===== src/rtl/hunter_fan_pkg.sv =====
// Shared definitions for the Hunter fan remote link, used by both the transmitter
// and the receiver (packet_decoder).
package hunter_fan_pkg;

  // Default link timing and identity
  localparam int unsigned CHIP_CYCLES_DEF   = 2203;
  localparam int unsigned TOL_DEF           = 550;
  localparam logic [3:0]  DEV_ID_DEF        = 4'b1010;
  localparam int unsigned GLITCH_CYCLES_DEF = 16;

  // Packet layout, LSB first: preamble, id, payload
  localparam int unsigned PRE_BITS     = 2;
  localparam int unsigned ID_BITS      = 4;
  localparam int unsigned PAYLOAD_BITS = 7;
  localparam int unsigned PKT_BITS     = 13;
  localparam int unsigned ID_LSB       = PRE_BITS;
  localparam int unsigned PAYLOAD_LSB  = PRE_BITS + ID_BITS;

  // Duration counter width
  localparam int unsigned CNT_W = 13;

  // Payload codes, written payload[6:0]
  localparam logic [PAYLOAD_BITS-1:0] PAYLOAD_CMD0 = 7'b1001111;
  localparam logic [PAYLOAD_BITS-1:0] PAYLOAD_CMD1 = 7'b1000111;
  localparam logic [PAYLOAD_BITS-1:0] PAYLOAD_CMD2 = 7'b0100111;
  localparam logic [PAYLOAD_BITS-1:0] PAYLOAD_CMD3 = 7'b0010111;
  localparam logic [PAYLOAD_BITS-1:0] PAYLOAD_CMD4 = 7'b0001111;

  typedef enum logic [1:0] {
    ErrTiming     = 2'd0,
    ErrIdMismatch = 2'd1,
    ErrPayload    = 2'd2,
    ErrTimeout    = 2'd3
  } err_code_e;

  typedef enum logic [1:0] {
    StIdle,
    StHigh,
    StLow,
    StDone
  } rx_state_e;

  typedef struct packed {
    logic       hit;
    logic [2:0] cmd;
  } cmd_lookup_t;

  function automatic cmd_lookup_t payload_to_cmd(input logic [PAYLOAD_BITS-1:0] payload);
    cmd_lookup_t res;
    res.hit = 1'b1;
    res.cmd = 3'd0;
    case (payload)
      PAYLOAD_CMD0: res.cmd = 3'd0;
      PAYLOAD_CMD1: res.cmd = 3'd1;
      PAYLOAD_CMD2: res.cmd = 3'd2;
      PAYLOAD_CMD3: res.cmd = 3'd3;
      PAYLOAD_CMD4: res.cmd = 3'd4;
      default:      res.hit = 1'b0;
    endcase
    return res;
  endfunction

endpackage


===== src/rtl/rf_line_conditioner.sv =====
// RF line front end: 2-flop synchroniser, optional glitch filter (GLITCH_FILTER_EN),
// then an edge register producing one-cycle rise/fall pulses.
module rf_line_conditioner
  import hunter_fan_pkg::*;
`ifdef GLITCH_FILTER_EN
#(
  parameter int unsigned GLITCH_CYCLES = GLITCH_CYCLES_DEF
)
`endif
(
  input  logic ref_clk,
  input  logic reset,
  input  logic i_rf,
  output logic o_rise,
  output logic o_fall
);

  logic r_sync1, r_sync2;
  logic r_prev, r_rise, r_fall;
  logic w_level;

  // Bring the asynchronous line into the ref_clk domain
  always_ff @(posedge ref_clk) begin
    if (reset) begin
      r_sync1 <= 1'b0;
      r_sync2 <= 1'b0;
    end else begin
      r_sync1 <= i_rf;
      r_sync2 <= r_sync1;
    end
  end

`ifdef GLITCH_FILTER_EN
  localparam int unsigned GW = (GLITCH_CYCLES > 1) ? $clog2(GLITCH_CYCLES) : 1;

  logic [GW-1:0] r_stable_cnt;
  logic          r_filt;

  // Adopt a new level only after GLITCH_CYCLES consecutive differing samples
  always_ff @(posedge ref_clk) begin
    if (reset) begin
      r_filt       <= 1'b0;
      r_stable_cnt <= '0;
    end else if (r_sync2 == r_filt) begin
      r_stable_cnt <= '0;
    end else if (r_stable_cnt == GW'(GLITCH_CYCLES - 1)) begin
      r_filt       <= r_sync2;
      r_stable_cnt <= '0;
    end else begin
      r_stable_cnt <= r_stable_cnt + 1'b1;
    end
  end

  assign w_level = r_filt;
`else
  assign w_level = r_sync2;
`endif

  // Registered edge detection on the conditioned level
  always_ff @(posedge ref_clk) begin
    if (reset) begin
      r_prev <= 1'b0;
      r_rise <= 1'b0;
      r_fall <= 1'b0;
    end else begin
      r_prev <= w_level;
      r_rise <= w_level & ~r_prev;
      r_fall <= ~w_level & r_prev;
    end
  end

  assign o_rise = r_rise;
  assign o_fall = r_fall;

endmodule


===== src/rtl/packet_decoder.sv =====
// Hunter fan remote receiver: measures PWM chip durations, decodes the 13-bit packet,
// checks the device ID and maps the payload to a fan command.
// Build option: GLITCH_FILTER_EN inserts a glitch filter in the line conditioner.
module packet_decoder
  import hunter_fan_pkg::*;
#(
  parameter int unsigned CHIP_CYCLES   = CHIP_CYCLES_DEF,
  parameter int unsigned TOL           = TOL_DEF,
`ifdef GLITCH_FILTER_EN
  parameter int unsigned GLITCH_CYCLES = GLITCH_CYCLES_DEF,
`endif
  parameter logic [3:0]  DEV_ID        = DEV_ID_DEF
) (
  input  logic       ref_clk,
  input  logic       reset,
  input  logic       rf_in,
  output logic       valid,
  output logic [2:0] cmd,
  output logic [3:0] rx_id,
  output logic       err,
  output logic [1:0] err_code,
  output logic       busy
);

  localparam logic [CNT_W-1:0] W1_LO = CNT_W'(CHIP_CYCLES - TOL);
  localparam logic [CNT_W-1:0] W1_HI = CNT_W'(CHIP_CYCLES + TOL);
  localparam logic [CNT_W-1:0] W2_LO = CNT_W'(2 * CHIP_CYCLES - TOL);
  localparam logic [CNT_W-1:0] W2_HI = CNT_W'(2 * CHIP_CYCLES + TOL);

  logic                  w_rise, w_fall;
  logic [CNT_W-1:0]      r_cnt;
  logic                  w_in_w1, w_in_w2, w_timeout;

  rx_state_e             r_state, w_state_d;
  logic [3:0]            r_bit_cnt, w_bit_cnt_d;
  logic                  r_cur_bit, w_cur_bit_d;
  logic [PKT_BITS-1:0]   r_shift, w_shift_d;

  logic                  w_valid_set, w_err_set;
  err_code_e             w_err_code_new;
  logic [2:0]            w_cmd_new;
  logic [ID_BITS-1:0]    w_id;
  cmd_lookup_t           w_lookup;

  logic                  r_valid, r_err;
  logic [2:0]            r_cmd;
  logic [3:0]            r_rx_id;
  err_code_e             r_err_code;

`ifdef GLITCH_FILTER_EN
  rf_line_conditioner #(
    .GLITCH_CYCLES (GLITCH_CYCLES)
  ) u_line (
`else
  rf_line_conditioner u_line (
`endif
    .ref_clk (ref_clk),
    .reset   (reset),
    .i_rf    (rf_in),
    .o_rise  (w_rise),
    .o_fall  (w_fall)
  );

  // Duration since the last edge; restarts at 1 on an edge, saturates at all-ones
  always_ff @(posedge ref_clk) begin
    if (reset) begin
      r_cnt <= '0;
    end else if (w_rise || w_fall) begin
      r_cnt <= CNT_W'(1);
    end else if (r_cnt != '1) begin
      r_cnt <= r_cnt + 1'b1;
    end
  end

  assign w_in_w1   = (r_cnt >= W1_LO) && (r_cnt <= W1_HI);
  assign w_in_w2   = (r_cnt >= W2_LO) && (r_cnt <= W2_HI);
  assign w_timeout = (r_cnt > W2_HI);

  assign w_id     = r_shift[ID_LSB +: ID_BITS];
  assign w_lookup = payload_to_cmd(r_shift[PAYLOAD_LSB +: PAYLOAD_BITS]);

  // FSM state, bit counter and shift register
  always_ff @(posedge ref_clk) begin
    if (reset) begin
      r_state   <= StIdle;
      r_bit_cnt <= '0;
      r_cur_bit <= 1'b0;
      r_shift   <= '0;
    end else begin
      r_state   <= w_state_d;
      r_bit_cnt <= w_bit_cnt_d;
      r_cur_bit <= w_cur_bit_d;
      r_shift   <= w_shift_d;
    end
  end

  // Next-state decode; r_bit_cnt is the index of the bit currently being received
  always_comb begin
    w_state_d      = r_state;
    w_bit_cnt_d    = r_bit_cnt;
    w_cur_bit_d    = r_cur_bit;
    w_shift_d      = r_shift;
    w_valid_set    = 1'b0;
    w_err_set      = 1'b0;
    w_err_code_new = ErrTiming;
    w_cmd_new      = r_cmd;
    unique case (r_state)
      StIdle: begin
        if (w_rise) begin
          w_state_d   = StHigh;
          w_bit_cnt_d = '0;
          w_cur_bit_d = 1'b0;
        end
      end
      StHigh: begin
        if (w_timeout) begin
          w_err_set      = 1'b1;
          w_err_code_new = ErrTimeout;
          w_state_d      = StIdle;
        end else if (w_fall) begin
          if (r_cur_bit ? w_in_w2 : w_in_w1) begin
            w_shift_d = {r_cur_bit, r_shift[PKT_BITS-1:1]};
            if (r_bit_cnt == 4'(PKT_BITS - 1)) begin
              w_state_d = StDone;
            end else begin
              w_state_d   = StLow;
              w_bit_cnt_d = r_bit_cnt + 4'd1;
            end
          end else begin
            w_err_set = 1'b1;
            w_state_d = StIdle;
          end
        end
      end
      StLow: begin
        if (w_timeout) begin
          w_err_set      = 1'b1;
          w_err_code_new = ErrTimeout;
          w_state_d      = StIdle;
        end else if (w_rise) begin
          // Short low means 1, long low means 0; preamble bits must be 0
          if (w_in_w1 && (r_bit_cnt >= 4'(PRE_BITS))) begin
            w_cur_bit_d = 1'b1;
            w_state_d   = StHigh;
          end else if (w_in_w2) begin
            w_cur_bit_d = 1'b0;
            w_state_d   = StHigh;
          end else begin
            w_err_set = 1'b1;
            w_state_d = StIdle;
          end
        end
      end
      StDone: begin
        w_state_d = StIdle;
        if (w_id != DEV_ID) begin
          w_err_set      = 1'b1;
          w_err_code_new = ErrIdMismatch;
        end else if (!w_lookup.hit) begin
          w_err_set      = 1'b1;
          w_err_code_new = ErrPayload;
        end else begin
          w_valid_set = 1'b1;
          w_cmd_new   = w_lookup.cmd;
        end
      end
      default: w_state_d = StIdle;
    endcase
  end

  // Registered result pulses and held result fields
  always_ff @(posedge ref_clk) begin
    if (reset) begin
      r_valid    <= 1'b0;
      r_err      <= 1'b0;
      r_cmd      <= '0;
      r_rx_id    <= '0;
      r_err_code <= ErrTiming;
    end else begin
      r_valid <= w_valid_set;
      r_err   <= w_err_set;
      if (w_valid_set) begin
        r_cmd   <= w_cmd_new;
        r_rx_id <= w_id;
      end
      if (w_err_set) begin
        r_err_code <= w_err_code_new;
        r_rx_id    <= w_id;
      end
    end
  end

  assign valid    = r_valid;
  assign err      = r_err;
  assign cmd      = r_cmd;
  assign rx_id    = r_rx_id;
  assign err_code = r_err_code;
  assign busy     = (r_state != StIdle);

endmodule

===== config.mk =====
export PLATFORM = sky130hd
export DESIGN_NAME = packet_decoder
export DESIGN_NICKNAME = d
export VERILOG_FILES = /design/src/rtl/hunter_fan_pkg.sv /design/src/rtl/rf_line_conditioner.sv /design/src/rtl/packet_decoder.sv
export SDC_FILE = /design/constraint.sdc
export NUM_CORES = 1
export LEC_CHECK = 0
export ABC_AREA = 1
export BUFFER_PORTS_ARGS = -buffer_cell sky130_fd_sc_hd__buf_2
export CAP_MARGIN = 20
export CORE_UTILIZATION = 45
export DETAILED_ROUTE_END_ITERATION = 7
export PLACE_DENSITY = 0.67
export SYNTH_ARGS = -nofsm -noshare
export SYNTH_HDL_FRONTEND = slang
export SYNTH_HIERARCHICAL = 1
export SYNTH_SLANG_ARGS = --single-unit

===== constraint.sdc =====
create_clock -name ref_clk -period 3.57 [get_ports ref_clk]
set_input_delay 1.071 -clock ref_clk [delete_from_list [all_inputs] [get_ports ref_clk]]
set_output_delay 1.071 -clock ref_clk [all_outputs]
set_load 0.01 [all_outputs]

==> qor.txt <==
status = completed
number of buffers and inverters on the critical path = 3
syn_area_per_cell = 6.87 um2
Synth Instances = 373
part of the cycle the worst path needs = 66.4%
Die Y = 77.4 um
CP max stage cell = dfxtp_1
postcts setup bufs = 0
Routed Antenna Nets = 0
Mapped Area = 2560 um2
first-pass GRT wire length = 9200 um
clock-pin slew on the worst setup and hold paths = 0.10 ns
Synth cell types = 30
# resized after CTS = 0
Critical Path Source Type = flip-flop
design area = 2790 um2
Initial DRC Count = 149
register area share after synthesis = 36.7%
sequence of cells on the critical path = inv_1 -> ha_1 -> inv_1 -> buf_2
Post-CTS Hold Fix Bufs = 0
routed vias = 2384
gpl congestion = 0.886
Tmin final = 2.37 ns
largest net degree at the start of global routing = 23
PwrDens = 383 nW/um2
Slew @ Worst Pin = 0.564 ns
DR DRC count = 0
die area = 6000 um2
slowest cell delay on critical path = 0.40 ns
VDD IR-drop max = 161 uV
CTS max path bufs = 2
Non-Filler Instances = 459
TritonRoute pass-1 iters = 4
family with the most delay on the worst path = flip-flops
Final Max Slew Viols = 0
Initial Util = 46.5%
Max Clk Rate = 422 MHz
clk_skew = 0.00949 ns
clock root cell = clkbuf_8
GRT Total Usage = 18.8%
final hold viol count = 0
commonest cells after routing, fill and taps aside = 77 x nand2_1, 47 x dfxtp_1, 45 x inv_1, 41 x nor2_1, 37 x a21oi_1
CTS tree = yes
Sum Neg Setup Slack = 0 ns
#FFs+latches synth = 47
Synth warnings = 6
Filler cells = 557
initial antenna violation count = 0
final setup fails = 0
total global routing overflow = 0
die width = 77.4 um
P_leak = 1.24 nW
cts bufs inserted = 5
clk sink count = 47
crit end category = output port
drt wl/cell = 11.6 um
RSZ-0062 raised after global routing = no
Worst EP arrival = 1.30 ns
vias in the first global route = 2115
DP HPWL = 3890 um
Critical Path Fanout Max = 4
IO Port Bufs = 14
Worst slew margin = 62.3%
number of vias per cell = 5.19
WS Path Type = reg -> out
DRT Wirelength = 5310 um
Crit path top cell by count = inv_1
Final #Nets = 399
MaxCap Viol Count = 0
H-tree levels = 2
Boundary Pins = 15
ratio of cells with drive above 1 in the final layout = 12.7%
Placed Instance Area = 2670 um2
placed cells = 451
most common cell after layout, fill and taps aside = nand2_1
standard-cell rows = 27
Layout area overhead = 8.79%
Clock Latency Late Sink = 0.30 ns
core area = 5510 um2
ANT cells = 0
class of the worst hold path = reg -> reg
Synth Net Count = 386
Req. time, crit path = 2.50 ns
power breakdown:
group / total (mW) / switching, mW / internal [mW] / leakage [nW]
sequential: 0.548 / 0.0128 / 0.535 / 0.380
clock: 0.414 / 0.201 / 0.213 / 0.0587
combinational: 0.105 / 0.0695 / 0.0353 / 0.802
total: 1.07 / 0.284 / 0.783 / 1.24
synth_stat cells (all sizes together):
master	n	share of area, %
nor2	45	7.7
buf	5	1.6
nor3	9	2.1
ha	10	4.9
nand2	84	13
nand3b	1	0.29
clkbuf	3	0.44
or2	3	0.73
nand4	9	2.2
xor2	4	1.4
o21ai	23	4.5
dfxtp	47	37
inv	52	7.6
nand3	32	6.8
a31oi	5	1.2
a21oi	37	7.2
clkinv	1	0.15
nor3b	1	0.49
nor4	2	0.49
worst reg2reg max path, stage by stage, from the launching register on:
cell and delay, ns:
dfxtp_1 0.49, ha_1 0.29, nand2_1 0.10, nor3_2 0.23, nand3_2 0.25, nand2_1 0.21, nor3_1 0.09, nand2_1 0.08
xor2_1 0.14, nand2_1 0.06, inv_1 0.06
per-layer routing:
| layer | up-vias | track usage (%) | wire length (um) | share of wire, % |
|---|---|---|---|---|
| met5 | - | 0 | 0 | 0 |
| met4 | 0 | 6.42 | 86 | 1.6 |
| met3 | 13 | 3.76 | 247 | 4.6 |
| met2 | 69 | 32.9 | 2580 | 48 |
| met1 | 1070 | 22.8 | 2400 | 45 |
| li1 | 1232 | - | - | - |
area by class of cell:
cell class	instances	area, um2	share of cell area (%)
multi-input combinational	265	1370	49.2
clock buffer	5	68.8	2.47
inverter	53	199	7.14
tap	72	90.1	3.23
timing repair buffer	14	70.1	2.51
sequential	47	941	33.8
clock inverter	3	47.5	1.71
sequential cells by signal, summed over array words and instances (netlist names), 2 cells and up:
| name | flops |
|---|---|
| r_cnt | 13 |
| r_shift | 11 |
| r_bit_cnt | 4 |
| rx_id | 4 |
| cmd | 3 |
| err_code | 2 |
| r_state | 2 |
final timing paths:
check | from | end | slack (ns) | depth (start not counted)
hold / removal | u_line/r_sync1 | u_line/r_sync2 | 0.40 | 2
hold reg to reg | u_line/r_sync1 | u_line/r_sync2 | 0.40 | 2
setup / recovery | r_state[1] | busy | 1.20 | 4
setup reg to reg | r_cnt[0] | r_cnt[11] | 1.54 | 10
per-stage QoR:
stage	total power, mW	setup slack (ns)	hold WS, ns	util, %
floorplan	0.642	1.68	0.388	-
CTS	1.08	1.19	0.409	50.6
detailed placement	0.665	1.31	0.395	48.5
finish	1.07	1.20	0.405	50.6
global placement	0.662	1.37	0.389	48.5
global route	1.11	1.09	0.417	50.6
cells by family (layout without fill, tap and decap cells):
family / Yosys count / in the layout / share of synthesized area, %
simple gates: 186 / 186 / 34.3
flops: 47 / 47 / 36.7
compound gates: 65 / 65 / 12.9
fa+ha+maj: 10 / 10 / 4.89
buf+inv: 61 / 75 / 9.77
xor+xnor: 4 / 4 / 1.37
Power figures use the tool's default switching activity.
